`src/rtl/alu_share_arb.sv`:
```
// alu_share_arb: shares one combinational ALU between two requesters.
// Ports: req0/req1 valid/ready request channels (a, b, sel operands),
//   resp0/resp1 valid/ready response channels with shared resp_res,
//   alu_a/alu_b/alu_sel/alu_res toward the ALU, busy and owner status.
// Optional macro ALU_ARB_RR_EN: round-robin tie-break instead of
//   fixed priority to port 0.
module alu_share_arb #(
    parameter int WIDTH = 32
) (
    input  logic             clk,
    input  logic             rst,
    input  logic             req0_valid,
    output logic             req0_ready,
    input  logic [WIDTH-1:0] req0_a,
    input  logic [WIDTH-1:0] req0_b,
    input  logic [3:0]       req0_sel,
    input  logic             req1_valid,
    output logic             req1_ready,
    input  logic [WIDTH-1:0] req1_a,
    input  logic [WIDTH-1:0] req1_b,
    input  logic [3:0]       req1_sel,
    output logic             resp0_valid,
    input  logic             resp0_ready,
    output logic             resp1_valid,
    input  logic             resp1_ready,
    output logic [WIDTH-1:0] resp_res,
    output logic [WIDTH-1:0] alu_a,
    output logic [WIDTH-1:0] alu_b,
    output logic [3:0]       alu_sel,
    input  logic [WIDTH-1:0] alu_res,
    output logic             busy,
    output logic             owner
);

    localparam logic [1:0] IDLE = 2'd0;
    localparam logic [1:0] EXEC = 2'd1;
    localparam logic [1:0] RESP = 2'd2;

    logic [1:0]       state;
    logic [WIDTH-1:0] op_a;
    logic [WIDTH-1:0] op_b;
    logic [3:0]       op_sel;
    logic             pick1;
    logic             grant0;
    logic             grant1;
    logic             resp_done;

`ifdef ALU_ARB_RR_EN
    logic last_grant;

    // On a tie, the port that did not win last time is served.
    always_comb begin
        pick1 = req1_valid & (~req0_valid | ~last_grant);
    end
`else
    always_comb begin
        pick1 = req1_valid & ~req0_valid;
    end
`endif

    always_comb begin
        grant1    = (state == IDLE) & pick1;
        grant0    = (state == IDLE) & req0_valid & ~pick1;
        resp_done = owner ? resp1_ready : resp0_ready;
    end

    assign req0_ready  = grant0;
    assign req1_ready  = grant1;
    assign resp0_valid = (state == RESP) & ~owner;
    assign resp1_valid = (state == RESP) & owner;
    assign busy        = (state != IDLE);
    // ALU inputs come straight from registers so they never glitch.
    assign alu_a       = op_a;
    assign alu_b       = op_b;
    assign alu_sel     = op_sel;

    always_ff @(posedge clk or posedge rst) begin
        if (rst) begin
            state    <= IDLE;
            op_a     <= '0;
            op_b     <= '0;
            op_sel   <= '0;
            owner    <= 1'b0;
            resp_res <= '0;
`ifdef ALU_ARB_RR_EN
            last_grant <= 1'b1;
`endif
        end else begin
            case (state)
                IDLE: begin
                    if (grant0 | grant1) begin
                        op_a   <= grant1 ? req1_a : req0_a;
                        op_b   <= grant1 ? req1_b : req0_b;
                        op_sel <= grant1 ? req1_sel : req0_sel;
                        owner  <= grant1;
`ifdef ALU_ARB_RR_EN
                        last_grant <= grant1;
`endif
                        state  <= EXEC;
                    end
                end
                EXEC: begin
                    resp_res <= alu_res;
                    state    <= RESP;
                end
                RESP: begin
                    if (resp_done) begin
                        state <= IDLE;
                    end
                end
                default: state <= IDLE;
            endcase
        end
    end

endmodule

```
`config.mk`:
```
export PLATFORM = sky130hd
export DESIGN_NAME = alu_share_arb
export DESIGN_NICKNAME = d
export VERILOG_FILES = /design/src/rtl/alu_share_arb.sv
export SDC_FILE = /design/constraint.sdc
export NUM_CORES = 1
export LEC_CHECK = 0
export CAP_MARGIN = 30
export CELL_PAD_IN_SITES_DETAIL_PLACEMENT = 0
export CELL_PAD_IN_SITES_GLOBAL_PLACEMENT = 1
export CORE_MARGIN = 3
export CORE_UTILIZATION = 28
export CTS_BUF_LIST = sky130_fd_sc_hd__clkbuf_4
export DETAILED_ROUTE_END_ITERATION = 7
export PLACE_DENSITY = 0.83
export SLEW_MARGIN = 20
export SYNTH_ARGS = -nofsm -noshare
export SYNTH_HDL_FRONTEND = slang
export SYNTH_SLANG_ARGS = --single-unit
```
`constraint.sdc`:
```
create_clock -name clk -period 3.5 [get_ports clk]
set_input_delay 0.525 -clock clk [delete_from_list [all_inputs] [get_ports clk]]
set_output_delay 0.525 -clock clk [all_outputs]
set_load 0.01 [all_outputs]
```
After elaboration in Yosys (flattened, before gate mapping)
Cells that the tools add are included.
{ "op_classes": {"mux": 7, "n_reduce_logical": 4, "eq_ne": 4, "bitwise": 10} }
{ "op_table": {"columns": ["cell", "n"], "rows": [
  ["$mux W32", 2],
  ["$and A1 B1 Y1", 6],
  ["$pmux W2 S3", 1],
  ["$mux W2", 2],
  ["$mux W4", 1],
  ["$reduce_and A2 Y1", 2],
  ["$not A1 Y1", 3],
  ["$eq A2 B1 Y1 const B", 1],
  ["$eq A2 B2 Y1 const B", 1],
  ["$logic_not A2 Y1", 1],
  ["$ne A2 B1 Y1 const B", 1],
  ["$ne A2 B2 Y1 const B", 1],
  ["$reduce_bool A2 Y1", 1],
  ["$mux W1", 1],
  ["$or A1 B1 Y1", 1]
]} }
{ "word_totals": {"register_bits": 103} }

Logic depth before layout (Yosys ltp)
Gate-level depths: netlist of run 1.
{ "logic_depth": {"ltp_word": 7, "mapped_depth": 6, "depth_no_buf": 3} }

Worst setup path before layout of run 1
Ideal clock, no wire load.
{ "synth_path": {"path_type": "input-to-output", "from": "input port req0_valid", "to": "output port req1_ready", "required_ps": 2975, "t_arrival_ps": 1284, "stages": 5, "path_slack_ps": 1691, "path_cell_list": "buf_2 > nor2b_1 > buf_2 > buf_2 > and2_1"} }
{ "synth_via": {"elab_chain_cells": 3} }
{ "synth_lines": {"columns": ["item", "line_no", "text"], "rows": [
  ["from (decl)", "12", "input logic req0_valid,"],
  ["$not A1 Y1", "57", "pick1 = req1_valid & ~req0_valid;"],
  ["$and A1 B1 Y1", "57", null],
  ["$and A1 B1 Y1", "62", "grant1 = (state == IDLE) & pick1;"],
  ["to (decl)", "18", "output logic req1_ready,"]
]} }
Every way passes these cells.

Final worst setup path of run 1
{ "layout_path": {"from": "register state[0]", "to": "output port busy"} }
{ "layout_via": {"elab_chain_cells": 1} }
{ "layout_lines": {"columns": ["item", "line_no", "text"], "rows": [
  ["from (decl)", "39", "logic [1:0] state;"],
  ["from (signal assigned)", "79", "state <= IDLE;"],
  ["from (signal assigned)", "99", "state <= EXEC;"],
  ["from (signal assigned)", "104", "state <= RESP;"],
  ["$reduce_bool A2 Y1", "71", "assign busy = (state != IDLE);"],
  ["to (decl)", "31", "output logic busy,"]
]} }
Every way passes these cells.

==> key figures, run 1 <==
Drt
  • Max layer used: met4
  • Drt wl/cell: roughly 19 um
  • Wl on met1: around 5700 um
  • Antenna-violating nets left: 0
  • Routed WL: 15480 um
  • Via count: 4096
  • Met2 WL: 8012 um
  • Met3 Wirelength: about 1400 um
  • Drt drc: 0
  • Vias per cell: ~4.9
  • Drt pass-1 iters: 4
  • Initial DRC Count: around 140

Outcome
  • Run status: finished, final reports clean

Timing
  • Final setup fails: 0
  • Final period util: 0.7753
  • Max_slew headroom: 0.4475
  • Max-slew violations: 0
  • Setup TNS: 0 ns
  • Worst Skew: 0.01205 ns
  • Max Fclk: 368.5 MHz
  • Final Hold Fails: 0
  • Tmin final: 2.714 ns
  • Worst slew pin tran: 0.8279 ns
  • Final WS setup: 0.7863 ns
  • RSZ-0062 raised after global routing: no

Clock tree
  • Post-CTS Setup Inserts: 0
  • TritonCTS clock tree: built
  • Clock transition at path regs: between 0.15 and 0.2 ns
  • Total CTS buffers: 9
  • CTS Hold Bufs: 0
  • Clock Path Buffers: 2
  • H-tree depth: 3
  • PostCTS Resize Cnt: 0
  • Clock Root Buffer: clkbuf_4
  • Skew-Pair Late Insertion Delay: 0.45 ns
  • Sink Count: 103

Layout
  • # diodes: 0
  • Share of layout cells above drive strength 1: 0.1355
  • Reg area: 0.002577 mm^2
  • Fill count: 1399
  • Multi-input logic area: around 0.0017 mm^2
  • Layout area overhead: 69.51%
  • Nets@finish: ~800

Pwr
  • Leak: roughly 3 nW
  • Flop pwr share: 0.365
  • Combinational share of power: 0.542
  • Switching share of power: 0.3643
  • Pwr Density: 782.9 mW/mm^2
  • Pwr Total: 0.005948 W
  • VDD IR-drop max: 0.4497 mV
  • Clock Power Share: 0.093
  • P_int: 0.003781 W
  • Switching pwr: 0.002167 W

Placement
  • Port Buffer Count: 279
  • Pre-CTS setup slack: 0.6831 ns
  • Hpwl dp: 11540 um
  • GP Congestion: 0.7757

Critical path
  • Arrival @ worst endpoint: 2.19 ns
  • Worst Path Required: 2.97 ns
  • CP Launch Point: state[0]
  • Crit end category: primary output
  • Max FO, Critical Path: 44
  • Crit Path Category: reg2out
  • Startpoint Class: register
  • R2R Path Start: state[0]

Floorplanning
  • Core Rows: between 40 and 50
  • Die height: 132.5 um
  • Die area: 0.01756 mm^2
  • Die width: around 130 um
  • Starting Density: 0.2905
  • Core area: 0.01543 mm^2
  • # IOs: 280

Global routing
  • Initial antenna violation count: 0
  • First-pass GRT wire length: roughly 24000 um
  • Grt ovf: 0
  • Number of global-route vias before repair: 4475
  • Pin count of the biggest net entering global routing: 58
  • Total GRT Usage: 0.1736

Yosys
  • Post-Syn Area: 0.004482 mm^2
  • Area contributors post-synth: dfrtp_1 (58%), o2bb2ai_1 (8.4%), mux2_2 (8.3%), a22oi_1 (7.2%), o22ai_2 (5.3%)
  • Post-Syn Area per Cell: 12.81 um^2
  • Yosys top cell area share: 0.5751
  • Number of library cell types mapped by synthesis: 22
  • Syn. warnings: 0
  • Net count after synthesis: roughly 520
  • Flops & latches, synth: a little over 100
  • Synth Instances: 350
  • Share of the yosys chip area belonging to registers: 0.5751
  • Cell accounting for the most synthesized area: dfrtp_1

Flow run
  • Maxcap violations: 0

Worst hold path
  • Hold path start: alu_b[25]
  • Worst hold path type: reg2reg
flip-flops by register name, indices dropped and copies added, names as in the netlist:
name	flops
alu_a	32
alu_b	32
resp_res	32
alu_sel	4
state	2
owner	1
cells in the final DEF, fill, tap and decap left out, drive strengths merged:
cell type / n
nor2: 3
o2bb2ai: 43
clkdlybuf4s50: 278
and2: 1
nor2b: 1
or3b: 2
a21oi: 26
inv: 6
o21ai: 2
clkinv: 4
nand2b: 2
o22ai: 50
mux2: 33
dfrtp: 103
a22oi: 43
buf: 11
clkinvlp: 3
clkbuf: 9
per-stage QoR:
| stage | util | std cells | area (um^2) | hold slack [ns] |
|---|---|---|---|---|
| 2_1_floorplan | - | 350 | 4482 | 0.5219 |
| 3_3_place_gp | 0.4830 | 814 | 7452 | 0.4717 |
| 3_5_place_dp | 0.4848 | 815 | 7480 | 0.4729 |
| 4_1_cts | 0.4925 | 831 | 7597 | 0.4958 |
| 5_1_grt | 0.4925 | 831 | 7597 | 0.5234 |
| 6_report | 0.4925 | 831 | 7597 | 0.5049 |
power by group through the flow:
stage / Clock, W / Combinational (W) / Sequential [W]
global route: 0.000634 / 0.00346 / 0.00226
finish: 0.000551 / 0.00322 / 0.00217
detailed placement: 0 / 0.00326 / 0.00220
floorplan: 0 / 0.00124 / 0.00242
CTS: 0.000590 / 0.00327 / 0.00218
global placement: 0 / 0.00316 / 0.00217
cell type report:
type | count | area share
multi-input combinational | 206 | 0.2261
timing repair buffer | 289 | 0.3811
tap | 211 | 0.03475
clock inverter | 7 | 0.006588
inverter | 6 | 0.003294
clock buffer | 9 | 0.008893
sequential | 103 | 0.3393
Yosys cell counts:
| library cell | count |
|---|---|
| nand2b_1 | 2 |
| o22ai_2 | 19 |
| nor2_1 | 2 |
| buf_1 | 1 |
| o21ai_2 | 1 |
| o22ai_1 | 31 |
| dfrtp_1 | 103 |
| mux2_2 | 33 |
| buf_6 | 3 |
| o2bb2ai_1 | 43 |
| and2_1 | 1 |
| inv_1 | 5 |
| clkbuf_1 | 13 |
| or3b_1 | 2 |
| buf_2 | 17 |
| o21ai_0 | 1 |
| inv_2 | 1 |
| nor2_2 | 1 |
| buf_4 | 1 |
| a22oi_1 | 43 |
| nor2b_1 | 1 |
| a21oi_1 | 26 |
per-layer routing:
layer	vias up	track usage
li1	1889	-
met1	1991	0.1895
met2	194	0.3066
met3	22	0.07338
met4	0	0.05312
met5	-	0
worst max-delay path: stages, from the launching register on:
cell and delay [ns]:
dfrtp_1 0.44, nor2_2 0.07, inv_2 0.55, clkdlybuf4s50_1 0.67
final timing paths:
| kind | to | slack (ns) | cells after the start |
|---|---|---|---|
| worst max register to register | alu_b[18] | 1.62 | 4 |
| max in group asynchronous | alu_a[21] | 2.27 | 3 |
| min in group asynchronous | resp_res[10] | 0.51 | 2 |
| worst max-delay path | busy | 0.79 | 3 |
| worst min register to register | alu_b[25] | 0.50 | 1 |
| worst min-delay path | alu_b[25] | 0.50 | 1 |
logic make-up after synthesis:
logic type,Yosys count,synth area share
flops,103,0.5751
compound gates,164,0.2845
simple gates,9,0.01257
mux,33,0.08292
buf+inv,41,0.04495
No activity file was read; power rests on OpenSTA's default activity.
==> run 2, diff against run 1 <==
==> constraint.sdc (replaced) <==
create_clock -name clk -period 2.5 [get_ports clk]
set_input_delay 0.375 -clock clk [delete_from_list [all_inputs] [get_ports clk]]
set_output_delay 0.375 -clock clk [all_outputs]
set_load 0.01 [all_outputs]
==> run 2 against run 1 <==
Compared with the run above:
- die area unchanged
- power increased by 42%
- sequential power grew 40%
- core utilization is 0.17 points higher
- sequential cell count is the same
- clock power up 59%
- via count increased by 0.12%
- cell count rose by 0.12%
- cell area up 0.35%
- global-route usage decreased by 0.29 points
- critical endpoint is now req0_ready
==> key figures, run 2 (synthesis gave the netlist of run 1 again) <==
Outcome
  • Run status: finished, final reports clean

Pwr
  • Leak: 2.951 nW
  • Flop pwr share: 0.360
  • P_int: approximately 0.0054 W
  • Clock Power Share: 0.104
  • Switching share of power: 0.3558
  • VDD IR-drop max: 0.5360 mV
  • Combinational share of power: 0.536
  • Pwr Density: around 1100 mW/mm^2
  • Switching pwr: about 0.003 W

Timing
  • Final setup fails: 0
  • Tmin final: 2.324 ns
  • Max_slew headroom: 0.4121
  • Setup TNS: 0 ns
  • Worst slew pin tran: around 0.88 ns
  • Final period util: 0.9295
  • RSZ-0062 raised after global routing: no
  • Worst Skew: 0.01898 ns
  • Final Hold Fails: 0
  • Max-slew violations: 0
  • Max Fclk: 430.3 MHz

Critical path
  • Slowest-stage cell, CP: clkdlybuf4s50_1
  • Crit end category: primary output
  • Crit Path Category: reg2out
  • Startpoint Class: register
  • R2R Path Start: state[0]
  • CP Launch Point: state[0]
  • Crit-path cells: or3b_1, inv_1, clkdlybuf4s50_1
  • Worst-case reg-to-reg path depth: 4
  • Crit path largest cell delay: 0.55 ns
  • Max FO, Critical Path: 5
  • Worst Path Required: 2.12 ns
  • Arrival @ worst endpoint: 1.95 ns

Clock tree
  • Skew-Pair Late Insertion Delay: 0.46 ns
  • PostCTS Resize Cnt: 0
  • H-tree depth: 3
  • Clock transition at path regs: 0.16 ns
  • CTS Hold Bufs: 0
  • Total CTS buffers: 9
  • Clock Root Buffer: clkbuf_4
  • TritonCTS clock tree: built
  • Clock Path Buffers: 2
  • Post-CTS Setup Inserts: 0
  • Sink Count: 103

Drt
  • Routed WL: 15360 um
  • Initial DRC Count: approximately 170
  • Vias per cell: between 4 and 5
  • Drt pass-1 iters: 4
  • Drt wl/cell: 18.46 um
  • Via count: 4101
  • Drt drc: 0
  • Antenna-violating nets left: 0

Layout
  • Post-Layout Cell Count: 832
  • Commonest non-fill, non-tap cells in the layout: clkdlybuf4s50_1 (278), dfrtp_1 (103), a22oi_1 (43), o2bb2ai_1 (43), mux2_2 (33)
  • Layout area overhead: 70.10%
  • # diodes: 0
  • Multi-input logic area: 0.001718 mm^2
  • Reg area: 0.002577 mm^2
  • Share of layout cells above drive strength 1: 0.1353
  • Nets@finish: 790
  • Most common cell after layout, fill and taps aside: clkdlybuf4s50_1
  • Fill count: 1446

Global routing
  • Total GRT Usage: 0.1708
  • Most used routing layer: met2
  • GR Util met1: 0.1981
  • Grt ovf: 0
  • Pin count of the biggest net entering global routing: 61
  • Met3 GRT Util: 0.06882
  • Initial antenna violation count: 1
  • First-pass GRT wire length: between 20000 and 25000 um
  • GR Layer Usage met2: 0.2898
  • Number of global-route vias before repair: between 4000 and 5000

Worst hold path
  • Worst hold path type: in2async

Floorplanning
  • Starting Density: 0.2905
  • Core Rows: between 40 and 50
  • Die width: approximately 130 um
  • Core area: 0.01543 mm^2
  • # IOs: 280
  • Die height: around 130 um
  • Die area: about 0.018 mm^2

Placement
  • Port Buffer Count: ~280
  • Placed Cells: 816
  • Hpwl dp: 11340 um
  • GP Congestion: 0.7690

Flow run
  • Maxcap violations: 0
run 2: cell count changes in the layout (fill, tap and decap cells not counted):
| cell | previous run | this run |
|---|---|---|
| clkinv_4 | 2 | 0 |
| buf_4 | 8 | 9 |
| bufinv_16 | 0 | 1 |
| clkbuf_4 | 9 | 10 |
| clkinv_1 | 0 | 1 |
| clkinvlp_4 | 3 | 2 |
| inv_4 | 1 | 0 |
| inv_6 | 0 | 1 |
run 2: stage by stage:
stage | setup WS (ns) | area (um^2) | hold slack [ns] | total power, W | utilization
after detailed placement | 0.2852 | 7488 | 0.4729 | 0.007659 | 0.4854
after CTS | 0.09960 | 7624 | 0.3071 | 0.008557 | 0.4942
after global placement | 0.3003 | 7461 | 0.4700 | 0.007463 | 0.4836
final | 0.1763 | 7624 | 0.3334 | 0.008424 | 0.4942
after global routing | 0.05397 | 7624 | 0.3186 | 0.009002 | 0.4942
after floorplan | 0.8934 | 4486 | 0.5219 | 0.005134 | -
run 2: path summary, 6_finish.rpt:
path	endpoint	slack [ns]
min	resp_res[10]	0.33
max in group asynchronous	alu_a[23]	1.66
max	req0_ready	0.18
min in group clk	alu_b[22]	0.43
min reg2reg	alu_a[27]	0.51
max reg2reg	alu_b[14]	0.97
run 2: layout make-up:
class                           count  area share
Multi-Input combinational cell    206      0.2253
Tap cell                          211     0.03463
Clock buffer                       10    0.009847
Sequential cell                   103      0.3381
Clock inverter                      6    0.007878
Timing Repair Buffer              290      0.3808
Inverter                            6    0.003447
run 2: critical path: cells and delay by family (launching register included):
family	cells	cell delay [ns]
flops	1	0.45
simple gates	1	0.42
buf+inv	2	0.63
run 2: layer usage:
layer,vias up,routed length [um]
li1,1900,-
met1,1990,5943
met2,188,7732
met3,21,1402
met4,2,266
met5,-,11
run 2: power by group through the flow:
stage	Clock, W	Combinational (W)	Sequential (W)
CTS	0.000913	0.00460	0.00305
detailed placement	0	0.00458	0.00308
global placement	0	0.00442	0.00304
floorplan	0	0.00174	0.00339
global route	0.000994	0.00486	0.00315
finish	0.000876	0.00452	0.00303
==> run 3, diff against run 2 <==
--- a/config.mk
+++ b/config.mk
@@ -5,7 +5,6 @@
 export SDC_FILE = /design/constraint.sdc
 export NUM_CORES = 1
 export LEC_CHECK = 0
-export CAP_MARGIN = 30
 export CELL_PAD_IN_SITES_DETAIL_PLACEMENT = 0
 export CELL_PAD_IN_SITES_GLOBAL_PLACEMENT = 1
 export CORE_MARGIN = 3
@@ -13,6 +12,7 @@
 export CTS_BUF_LIST = sky130_fd_sc_hd__clkbuf_4
 export DETAILED_ROUTE_END_ITERATION = 7
 export PLACE_DENSITY = 0.83
+export SKIP_LAST_GASP = 1
 export SLEW_MARGIN = 20
 export SYNTH_ARGS = -nofsm -noshare
 export SYNTH_HDL_FRONTEND = slang
==> run 3 against run 2 <==
Compared with the run above:
- sequential power hardly changed
- clock-buffer cell count shrank 1
- non-clock buffer count did not move
- highest routed layer unchanged
- global-route usage barely moved
- first-iteration DRC count decreased by 20%
- maximum frequency shrank 0.75%
- core utilization is 0.19 points higher
==> key figures, run 3 (synthesis gave the netlist of run 1 again) <==
Critical path
  • R2R Path Start: state[0]
  • Max FO, Critical Path: 5
  • Flop2flop setup slack: 0.94 ns
  • Crit end category: primary output
  • FF-to-FF End: alu_b[14]
  • Startpoint Class: register
  • Worst-case reg-to-reg path depth: 4
  • Arrival @ worst endpoint: roughly 2 ns
  • Crit Path Category: reg2out
  • Worst Path Required: 2.12 ns

Timing
  • RSZ-0062 raised after global routing: no
  • Final setup fails: 0
  • Tmin final: 2.341 ns
  • Final Hold Fails: 0
  • Worst Skew: 0.01351 ns
  • Final period util: 0.9365
  • Max-slew violations: 0
  • Max_slew headroom: 0.4206
  • Max Fclk: 427.1 MHz
  • Worst slew pin tran: ~0.87 ns
  • Setup TNS: 0 ns

Drt
  • Drt wl/cell: around 19 um
  • Vias per cell: approximately 5
  • Initial DRC Count: 138
  • Via count: between 4000 and 5000
  • Antenna-violating nets left: 0
  • Routed WL: 15430 um
  • Drt pass-1 iters: 4
  • Drt drc: 0

Clock tree
  • Clock Path Buffers: 2
  • H-tree depth: 3
  • CTS Hold Bufs: 0
  • Clock Root Buffer: clkbuf_4
  • TritonCTS clock tree: built
  • PostCTS Resize Cnt: 0
  • Skew-Pair Late Insertion Delay: 0.46 ns
  • Total CTS buffers: 9
  • Clock transition at path regs: roughly 0.15 ns
  • Sink Count: 103
  • Post-CTS Setup Inserts: 0

Global routing
  • Grt ovf: 0
  • Pin count of the biggest net entering global routing: 61
  • Total GRT Usage: 0.1704
  • Number of global-route vias before repair: 4414
  • First-pass GRT wire length: 24080 um
  • Initial antenna violation count: 1

Floorplanning
  • # IOs: 280
  • Starting Density: 0.2905
  • Core Rows: between 40 and 50
  • Die area: 0.01756 mm^2
  • Die height: 132.5 um
  • Die width: 132.5 um
  • Core area: 0.01543 mm^2

Worst hold path
  • Worst hold path type: in2async

Outcome
  • Run status: finished, final reports clean

Pwr
  • VDD IR-drop max: 0.5866 mV
  • Leak: 2.960 nW
  • Pwr Density: 1116 mW/mm^2

Flow run
  • Maxcap violations: 0

Layout
  • Reg area: 0.002577 mm^2
  • # diodes: 0
  • Share of layout cells above drive strength 1: 0.1369
  • Layout area overhead: 70.74%
  • Nets@finish: between 700 and 800
  • Most common cell after layout, fill and taps aside: clkdlybuf4s50_1
  • Final instance area: 0.007652 mm^2
  • Commonest non-fill, non-tap cells in the layout: clkdlybuf4s50_1 (278), dfrtp_1 (103), a22oi_1 (43), o2bb2ai_1 (43), mux2_2 (33)
  • Fill count: 1438
  • Multi-input logic area: ~0.0017 mm^2

Placement
  • Hpwl dp: 11290 um
  • GP Congestion: 0.7690
  • Placement Cell Area: 0.007461 mm^2
  • Port Buffer Count: between 200 and 300
-- run 3: stage by stage --
step / cells / setup slack [ns] / hold WS [ns] / util / power [W]
after floorplan: 350 / 0.8934 / 0.5219 / - / 0.005134
after global placement: 815 / 0.3003 / 0.4700 / 0.4836 / 0.007463
after detailed placement: 815 / 0.2801 / 0.4729 / 0.4836 / 0.007609
after CTS: 831 / 0.07720 / 0.3123 / 0.4942 / 0.008631
after global routing: 832 / 0.02713 / 0.3234 / 0.4960 / 0.009104
final: 832 / 0.1587 / 0.3380 / 0.4960 / 0.008537
-- run 3: critical path, stage by stage (launching register included) --
cell             delay [ns]
dfrtp_1                0.45
or3b_1                 0.42
inv_1                  0.09
clkdlybuf4s50_1        0.55
-- run 3: metal layers --
layer / routed length (um) / vias to the layer above / GRT usage
li1: - / 1898 / -
met1: 5951 / 2018 / 0.1895
met2: 7689 / 183 / 0.2950
met3: 1457 / 25 / 0.07072
met4: 318 / 2 / 0.05774
met5: 12 / - / 0
-- run 3: where the power goes --
group / internal (W) / leakage (nW) / switching (W) / total (W)
clock network: 0.000409 / 0.0838 / 0.000570 / 0.000979
logic: 0.00262 / 1.65 / 0.00191 / 0.00452
registers: 0.00250 / 1.22 / 0.000537 / 0.00303
-- run 3: cell type report --
| cell class | instances | area share |
|---|---|---|
| inverter | 6 | 0.003434 |
| sequential | 103 | 0.3368 |
| clock inverter | 7 | 0.01259 |
| timing repair buffer | 290 | 0.3793 |
| clock buffer | 9 | 0.008829 |
| tap | 211 | 0.03450 |
| multi-input combinational | 206 | 0.2245 |
-- run 3: worst max path at each step --
stage / slack (ns) / end / start
2_1_floorplan: 0.89 / alu_a[0] / rst
3_3_place_gp: 0.30 / req1_ready / req1_valid
3_5_place_dp: 0.28 / req1_ready / req1_valid
6_report: 0.16 / req0_ready / state[0]
5_1_grt: 0.03 / req1_ready / state[0]
4_1_cts: 0.08 / req0_ready / state[0]
